### src/rtl/quad_decoder_multi.sv
// quad_decoder_multi: NCH-channel quadrature decoder with input sync, glitch filter,
// signed position counter, detent grouping and sticky error. Define QUAD_SATURATE_EN to clamp position.
module quad_decoder_multi #(
  parameter int NCH      = 2,
  parameter int CNT_W    = 16,
  parameter int FILT_LEN = 4,
  parameter int DETENT   = 4
) (
  input  logic                 clk,
  input  logic                 reset,
  input  logic [NCH-1:0]       a,
  input  logic [NCH-1:0]       b,
  input  logic [NCH-1:0]       clr,
  output logic [NCH-1:0]       step_valid,
  output logic [NCH-1:0]       step_dir,
  output logic [NCH-1:0]       detent_valid,
  output logic [NCH-1:0]       detent_dir,
  output logic [NCH*CNT_W-1:0] position,
  output logic [NCH-1:0]       err
);
  localparam int CW = (FILT_LEN > 1) ? $clog2(FILT_LEN) : 1;
  localparam int AW = $clog2(DETENT + 1) + 1;
  localparam logic [CW-1:0]           CNT_MAX = CW'(FILT_LEN - 1);
  localparam logic [CW-1:0]           CNT_ONE = CW'(1);
  localparam logic signed [AW-1:0]    ACC_HI  = AW'(DETENT);
  localparam logic signed [AW-1:0]    ACC_LO  = AW'(-DETENT);
  localparam logic signed [AW-1:0]    ACC_ONE = AW'(1);
  localparam logic signed [CNT_W-1:0] POS_ONE = CNT_W'(1);
`ifdef QUAD_SATURATE_EN
  localparam logic signed [CNT_W-1:0] POS_MAX = {1'b0, {(CNT_W-1){1'b1}}};
  localparam logic signed [CNT_W-1:0] POS_MIN = {1'b1, {(CNT_W-1){1'b0}}};
`endif

  // Position of an AB code along the forward cycle 00->10->11->01.
  function automatic logic [1:0] phase(input logic [1:0] ab);
    unique case (ab)
      2'b00:   phase = 2'd0;
      2'b10:   phase = 2'd1;
      2'b11:   phase = 2'd2;
      default: phase = 2'd3;
    endcase
  endfunction

  (* ASYNC_REG = "TRUE" *) logic [1:0] sync1 [NCH];
  (* ASYNC_REG = "TRUE" *) logic [1:0] sync2 [NCH];
  logic [CW-1:0]           stable_cnt [NCH];
  logic [1:0]              acc_ab     [NCH];
  logic [1:0]              old_ab     [NCH];
  logic [1:0]              new_ab     [NCH];
  logic signed [CNT_W-1:0] pos        [NCH];
  logic signed [AW-1:0]    accum      [NCH];
  logic [NCH-1:0]          primed;
  logic [NCH-1:0]          fire;

  logic [1:0]              delta   [NCH];
  logic signed [CNT_W-1:0] pos_nxt [NCH];
  logic signed [AW-1:0]    acc_nxt [NCH];
  logic [NCH-1:0]          accept, fwd, rev, illegal, det_hit, det_up;

  always_comb begin
    for (int unsigned i = 0; i < NCH; i++) begin
      // An unprimed channel accepts its first stable level even if it equals the reset value.
      accept[i]  = (stable_cnt[i] == CNT_MAX) && (!primed[i] || (sync2[i] != acc_ab[i]));
      delta[i]   = phase(new_ab[i]) - phase(old_ab[i]);
      fwd[i]     = fire[i] && (delta[i] == 2'd1);
      rev[i]     = fire[i] && (delta[i] == 2'd3);
      illegal[i] = fire[i] && (delta[i] == 2'd2);
      pos_nxt[i] = pos[i];
      acc_nxt[i] = accum[i];
      det_hit[i] = 1'b0;
      det_up[i]  = 1'b0;
      if (fwd[i]) begin
`ifdef QUAD_SATURATE_EN
        if (pos[i] != POS_MAX) pos_nxt[i] = pos[i] + POS_ONE;
`else
        pos_nxt[i] = pos[i] + POS_ONE;
`endif
        acc_nxt[i] = accum[i] + ACC_ONE;
      end else if (rev[i]) begin
`ifdef QUAD_SATURATE_EN
        if (pos[i] != POS_MIN) pos_nxt[i] = pos[i] - POS_ONE;
`else
        pos_nxt[i] = pos[i] - POS_ONE;
`endif
        acc_nxt[i] = accum[i] - ACC_ONE;
      end
      if (acc_nxt[i] == ACC_HI) begin
        det_hit[i] = 1'b1;
        det_up[i]  = 1'b1;
        acc_nxt[i] = '0;
      end else if (acc_nxt[i] == ACC_LO) begin
        det_hit[i] = 1'b1;
        acc_nxt[i] = '0;
      end
    end
  end

  always_ff @(posedge clk) begin
    if (reset) begin
      for (int unsigned i = 0; i < NCH; i++) begin
        sync1[i]      <= '0;
        sync2[i]      <= '0;
        stable_cnt[i] <= '0;
        acc_ab[i]     <= '0;
        old_ab[i]     <= '0;
        new_ab[i]     <= '0;
        pos[i]        <= '0;
        accum[i]      <= '0;
      end
      primed       <= '0;
      fire         <= '0;
      step_valid   <= '0;
      step_dir     <= '0;
      detent_valid <= '0;
      detent_dir   <= '0;
      err          <= '0;
    end else begin
      for (int unsigned i = 0; i < NCH; i++) begin
        sync1[i] <= {a[i], b[i]};
        sync2[i] <= sync1[i];
        if (sync1[i] != sync2[i])
          stable_cnt[i] <= '0;
        else if (stable_cnt[i] != CNT_MAX)
          stable_cnt[i] <= stable_cnt[i] + CNT_ONE;
        fire[i] <= accept[i] && primed[i];
        if (accept[i]) begin
          acc_ab[i] <= sync2[i];
          old_ab[i] <= acc_ab[i];
          new_ab[i] <= sync2[i];
          primed[i] <= 1'b1;
        end
        step_valid[i]   <= fwd[i] | rev[i];
        step_dir[i]     <= fwd[i];
        detent_valid[i] <= det_hit[i];
        detent_dir[i]   <= det_up[i];
        pos[i]          <= clr[i] ? '0 : pos_nxt[i];
        accum[i]        <= clr[i] ? '0 : acc_nxt[i];
        err[i]          <= clr[i] ? 1'b0 : (err[i] | illegal[i]);
      end
    end
  end

  always_comb begin
    position = '0;
    for (int unsigned i = 0; i < NCH; i++)
      position[i*CNT_W +: CNT_W] = pos[i];
  end

endmodule

### config.mk
export PLATFORM = sky130hd
export DESIGN_NAME = quad_decoder_multi
export DESIGN_NICKNAME = d
export VERILOG_FILES = /design/src/rtl/quad_decoder_multi.sv
export SDC_FILE = /design/constraint.sdc
export NUM_CORES = 1
export LEC_CHECK = 0
export BUFFER_PORTS_ARGS = -buffer_cell sky130_fd_sc_hd__buf_2
export CAP_MARGIN = 20
export CORE_MARGIN = 1.5
export CORE_UTILIZATION = 50
export CTS_CLUSTER_DIAMETER = 120
export CTS_CLUSTER_SIZE = 10
export DETAILED_ROUTE_END_ITERATION = 10
export PLACE_DENSITY = 0.7
export SLEW_MARGIN = 20
export SYNTH_ARGS = -nofsm -noshare
export SYNTH_HDL_FRONTEND = slang
export SYNTH_SLANG_ARGS = --single-unit
export TNS_END_PERCENT = 50
### constraint.sdc
create_clock -name clk -period 4.4 [get_ports clk]
set_input_delay 0.88 -clock clk [delete_from_list [all_inputs] [get_ports clk]]
set_output_delay 0.88 -clock clk [all_outputs]
set_load 0.03 [all_outputs]
# Yosys cells after proc, flatten, opt, wreduce, memory -nomap -nowiden

Memory sizes are Yosys's and may differ from the RTL's.
Index checks and enable logic that the tools add are counted.

Flip-flop bits (word level): 14
RAM bits: 64
Input port bits: 8
Output and inout port bits: 42
Memories kept: 8

Memories:

| name        | depth | bits a word | rd ports | clocked after Yosys merged registers in | wr ports | RTL line | RTL |
|---|---|---|---|---|---|---|---|
| pos         | 2     | 16          | 2        | 0                                       | 2        | 50       | `logic signed [CNT_W-1:0] pos [NCH];` |
| accum       | 2     | 4           | 2        | 0                                       | 2        | 51       | `logic signed [AW-1:0] accum [NCH];` |
| acc_ab      | 2     | 2           | 2        | 0                                       | 2        | 47       | `logic [1:0] acc_ab [NCH];` |
| new_ab      | 2     | 2           | 2        | 0                                       | 2        | 49       | `logic [1:0] new_ab [NCH];` |
| old_ab      | 2     | 2           | 2        | 0                                       | 2        | 48       | `logic [1:0] old_ab [NCH];` |
| stable_cnt  | 2     | 2           | 2        | 0                                       | 2        | 46       | `logic [CW-1:0] stable_cnt [NCH];` |
| +2 memories | n/a   | n/a         | n/a      | n/a                                     | n/a      | n/a      |  |

Add/subtract/negate cells: 12
Equal/unequal tests: 26
Multiplexer cells: 67
Bitwise operators: 22
Reduce and logical (&&, ||, !) cells: 20

Operator list:

| operator                                             | count |
|---|---|
| two-way mux 16 bit                                   | 8 |
| two-way mux 4 bit                                    | 12 |
| adder 16 x 2 -> 16 bit (second input constant)       | 2 |
| subtractor 16 x 2 -> 16 bit (second input constant)  | 2 |
| two-way mux 1 bit                                    | 29 |
| equality test 2 bit (second input constant)          | 14 |
| two-way mux 2 bit                                    | 14 |
| case mux 2 bit (3 select lines)                      | 4 |
| bitwise OR 1 bit                                     | 22 |
| logical AND 1 bit                                    | 10 |
| adder 4 x 2 -> 4 bit (second input constant)         | 2 |
| equality test 4 x 3 -> 1 bit (second input constant) | 2 |
| equality test 4 bit (second input constant)          | 2 |
| zero test 2 bit                                      | 4 |
| != test 2 bit                                        | 4 |
| subtractor 4 x 2 -> 4 bit (second input constant)    | 2 |
| adder 2 x 1 -> 2 bit (second input constant)         | 2 |
| equality test 2 x 1 -> 1 bit (second input constant) | 2 |
| != test 2 bit (second input constant)                | 2 |
| OR reduction 2 bit                                   | 2 |
| subtractor 2 bit                                     | 2 |
| zero test 1 bit                                      | 2 |
| logical OR 1 bit                                     | 2 |

# Logic depth before layout (Yosys ltp)

Depth in word-level cells: 12
Gate-level depth with buffers: 17

# Worst setup path before layout

Ideal clock, no wire load.

Path kind: reg-to-reg
From: memory acc_ab[0][0]
To: memory pos[0][15]
Library setup time: 0.070 ns
Arrival: 3.741 ns
Setup slack: 0.589 ns
Cell stages (with the launch flop): 15
Path buffers: 2
Period minus slack after synthesis: 3.811 ns
Cell sequence: edfxtp_1 -> ha_1 -> ha_1 -> nor2b_1 -> clkbuf_1 -> clkbuf_1 -> nand2_1 -> ha_1 -> a211oi_2 -> o21ai_2 -> o211a_4 -> o31ai_4 -> xnor2_1 -> or3_1 -> a21oi_1

RTL lines:

| what               | RTL line |
|---|---|
| start: declaration | 47 |
| end: declaration   | 50 |

==> flow_summary.toml <==
[outcome]
status = "finished, final reports clean"

[logic_synthesis]
yosys-mux-area-fraction = 0.00454
synthAdderAreaFrac = 0.140
synth.largest_area_cell = "dfxtp_1"
synthCells = 505
ys_seq_area_frac = 0.363
synthesis.nets = 561
synth_area_leaders = "dfxtp_1 28%, ha_1 13%, edfxtp_1 8.2%, xnor2_1 6.0%, nand2_1 5.4%"
yosysUniqueCellTypes = 53
synth.top_cell.area_share = 0.282
synth.avg_cell_area_um2 = 8.73
synth_edf_count = 12
ys.flop_type = "dfxtp_1"
synth-compound-area-share = 0.162
syn_area_um2 = 4410
ys_async_sr_fraction = 0
ys_ff_latch = 74
synth_top_family_by_area = "simple AND/OR/NAND/NOR gates"
synth_warnings = 0
synth_xor_area_frac = 0.0982
synth_simple_gate_area_share = 0.196

[power_and_ir_drop]
comb_power_share = 0.061
vdd_drop_max_mv = 0.142
p_sw_frac = 0.261
power_density_nw_per_um2 = 258
p_sw_mw = 0.332
internal_power_mw = 0.942
clockPowerShare = 0.386
finalPower_mw = 1.27
power.leakage_nw = 2.21
pwr-share-seq = 0.552

[cts]
tritoncts = "built"
clock-root-buffer = "clkbuf_8"
cts_buffers = 9
cts_resized = 0
post_cts_buffers = 0
htree_levels = 3
clock_latency_ps = 350
cts_hold_buffers = 0
clk_pin_slew_ps = 90
clock-sinks = 74
clockBufferDepth = 2

[routing]
vias_per_cell = 5.41
final_antenna_net_count = 0
wirelength_mm = 8.73
routed-via-count = 3604
firstDrtPassIters = 4
wl_per_cell_um = 13.1
drc_errors = 0
drtIter0Drc = 110

[min_path]
hold_end = "pos[0][27]$_SDFFE_PP0P_"
hold_class = "reg2reg"
holdCritStartpoint = "pos[0][27]$_SDFFE_PP0P_"
hold_depth = 2

[critical_path]
slowest_stage = "a2111oi_1"
timing.rr.end = "pos[0][12]$_SDFFE_PP0P_"
reg2reg_depth = 14
arrival_ps = 4060
slowest_delay_ps = 490
crit_chain = "ha_1, ha_1, xnor3_2, nand2_1, buf_4, inv_1, fa_1, nor2b_1, o21a_2, o21ai_1, a2111oi_1, a211oi_1, or3_1, nand3_1"
cp_max_fo = 15
end_kind = "flip-flop"
critical_path_class = "reg2reg"
worst_ep_required_time_ps = 4700
critPathBufInv = 2
rrSetupSlack_ps = 640
critPathTopFamily = "adder cells"
crit_path_frequent_cell = "ha_1"
worst_setup_path_start_kind = "flip-flop"
timing.rr.start = "acc_ab[0][0]$_SDFFCE_PN0P_"

[sta]
rsz0062_at_grt = "false"
post-route-min-period_ps = 3760
fin_ws_ps = 640
timing_hold_violations_final = 0
finalSetupViolCount = 0
slew_headroom = 0.579
setup_tns_ps = 0
finClkSkew_ps = 10.7
slew_violations = 0
tightest_slew_ps = 632
hold-worst-slack_ps = 469
timing.final.crit_share = 0.854
fmax_mhz = 266

[grt]
grt_use_total = 0.197
grt_pass1_wl_mm = 15.5
antenna_found_initial = 0
grt_max_degree = 28
grt_pass1_vias = 3434
gr-total-overflow = 0

[finish]
fill_cells = 802
final_area_um2 = 4940
areaGrowthSynthToFinish_pct = 12.0
nets = 609
diodes = 0
layout-drive-gt1-share = 0.143

[placed_design]
place.gp.congestion = 0.926
hpwlAfterDp_mm = 6.48
dp_worst_setup_slack_ps = 673
portBuffers = 49
place_area_um2 = 4760

[floorplan]
dieArea_um2 = 9390
die_h_um = 96.9
initial_utilization = 0.510
num_rows = 34
die_w_um = 96.9
io_pins = 50
coreArea_um2 = 8640

[flow_run]
maxCapViolCount = 0
-- power groups by stage --
stage	logic [mW]	clock network, mW	registers [mW]
2_1_floorplan	0.0635	0	0.718
3_3_place_gp	0.0758	0	0.719
3_5_place_dp	0.0786	0	0.720
4_1_cts	0.0788	0.505	0.704
5_1_grt	0.0869	0.534	0.705
6_report	0.0779	0.492	0.704
-- kinds of logic (layout without fill, tap and decap cells) --
| family | after synthesis | count (layout) |
|---|---|---|
| compound gates | 110 | 110 |
| mux | 2 | 2 |
| xor+xnor | 46 | 46 |
| buf+inv | 43 | 96 |
| flops | 74 | 74 |
| fa+ha+maj | 48 | 48 |
| simple gates | 182 | 182 |
-- metal layers --
metal | vias to the layer above | GRT usage | share of wire
met4 | 0 | 0.0669 | 0.014
met3 | 10 | 0.0311 | 0.028
li1 | 1860 | - | -
met5 | - | 0 | 0
met2 | 56 | 0.336 | 0.48
met1 | 1678 | 0.254 | 0.48
-- tightest hold or removal path, stage by stage, from the launching register on --
cell	delay [ps]
dfxtp_1	330
nand2_1	50
o21ai_1	50
-- flip-flops by register name, summed over array words and instances, names as in the netlist --
signal and count:
sync1 4, sync2 4, step_valid 2, detent_dir 2, fire 2, err 2, new_ab 2, primed 2
stable_cnt 4, acc_ab 2, detent_valid 2, accum 8, step_dir 2, pos 32, old_ab 4
-- layout make-up --
cell class	count	area (µm²)	share of cell area
timing repair buffer	53	275	0.0558
inverter	27	101	0.0205
tap	108	135	0.0274
multi-input combinational	388	2650	0.536
clock buffer	10	128	0.0259
clock inverter	6	50.0	0.0101
sequential	74	1600	0.324
-- Yosys cell counts, drive strengths merged, types with 11 or more instances --
| cell | count |
|---|---|
| edfxtp | 12 |
| o21ai | 24 |
| a21oi | 41 |
| nand2 | 63 |
| clkbuf | 15 |
| ha | 46 |
| xnor2 | 30 |
| nor2 | 45 |
| and2 | 11 |
| dfxtp | 62 |
| nor2b | 11 |
| inv | 27 |
| xor2 | 14 |
-- cells in the final DEF, fill, tap and decap left out, drive strengths merged, types with 3 or more instances in the layout --
cell type / netlist / layout
inv: 27 / 29
clkbuf: 15 / 10
and2: 11 / 11
a21o: 4 / 4
nand3: 10 / 10
nand4: 6 / 6
edfxtp: 12 / 12
o22ai: 4 / 4
buf: 1 / 53
nand2: 63 / 63
a21oi: 41 / 41
o21bai: 6 / 6
a32oi: 3 / 3
nor3: 10 / 10
or3: 6 / 6
xnor2: 30 / 30
nand2b: 5 / 5
a211oi: 7 / 7
dfxtp: 62 / 62
nor2: 45 / 45
a31oi: 3 / 3
o211ai: 4 / 4
ha: 46 / 46
nor2b: 11 / 11
xor2: 14 / 14
o21ai: 24 / 24
nor3b: 5 / 5
-- per-stage QoR --
step / std cells / utilization
floorplan: 505 / -
finish: 666 / 0.572
global route: 666 / 0.572
global placement: 650 / 0.551
detailed placement: 650 / 0.551
CTS: 666 / 0.572
-- worst max path at each step --
stage,startpoint,to,slack (ps),cells past startpoint
2_1_floorplan,acc_ab[0][0]$_SDFFCE_PN0P_,pos[0][15]$_SDFFE_PP0P_,590,14
3_3_place_gp,acc_ab[0][0]$_SDFFCE_PN0P_,pos[0][12]$_SDFFE_PP0P_,760,14
3_5_place_dp,acc_ab[0][0]$_SDFFCE_PN0P_,pos[0][12]$_SDFFE_PP0P_,670,14
4_1_cts,acc_ab[0][0]$_SDFFCE_PN0P_,pos[0][12]$_SDFFE_PP0P_,650,14
5_1_grt,acc_ab[0][1]$_SDFFCE_PN0P_,pos[0][12]$_SDFFE_PP0P_,250,15
6_report,acc_ab[0][0]$_SDFFCE_PN0P_,pos[0][12]$_SDFFE_PP0P_,640,14
(Power assumes the default switching activity.)
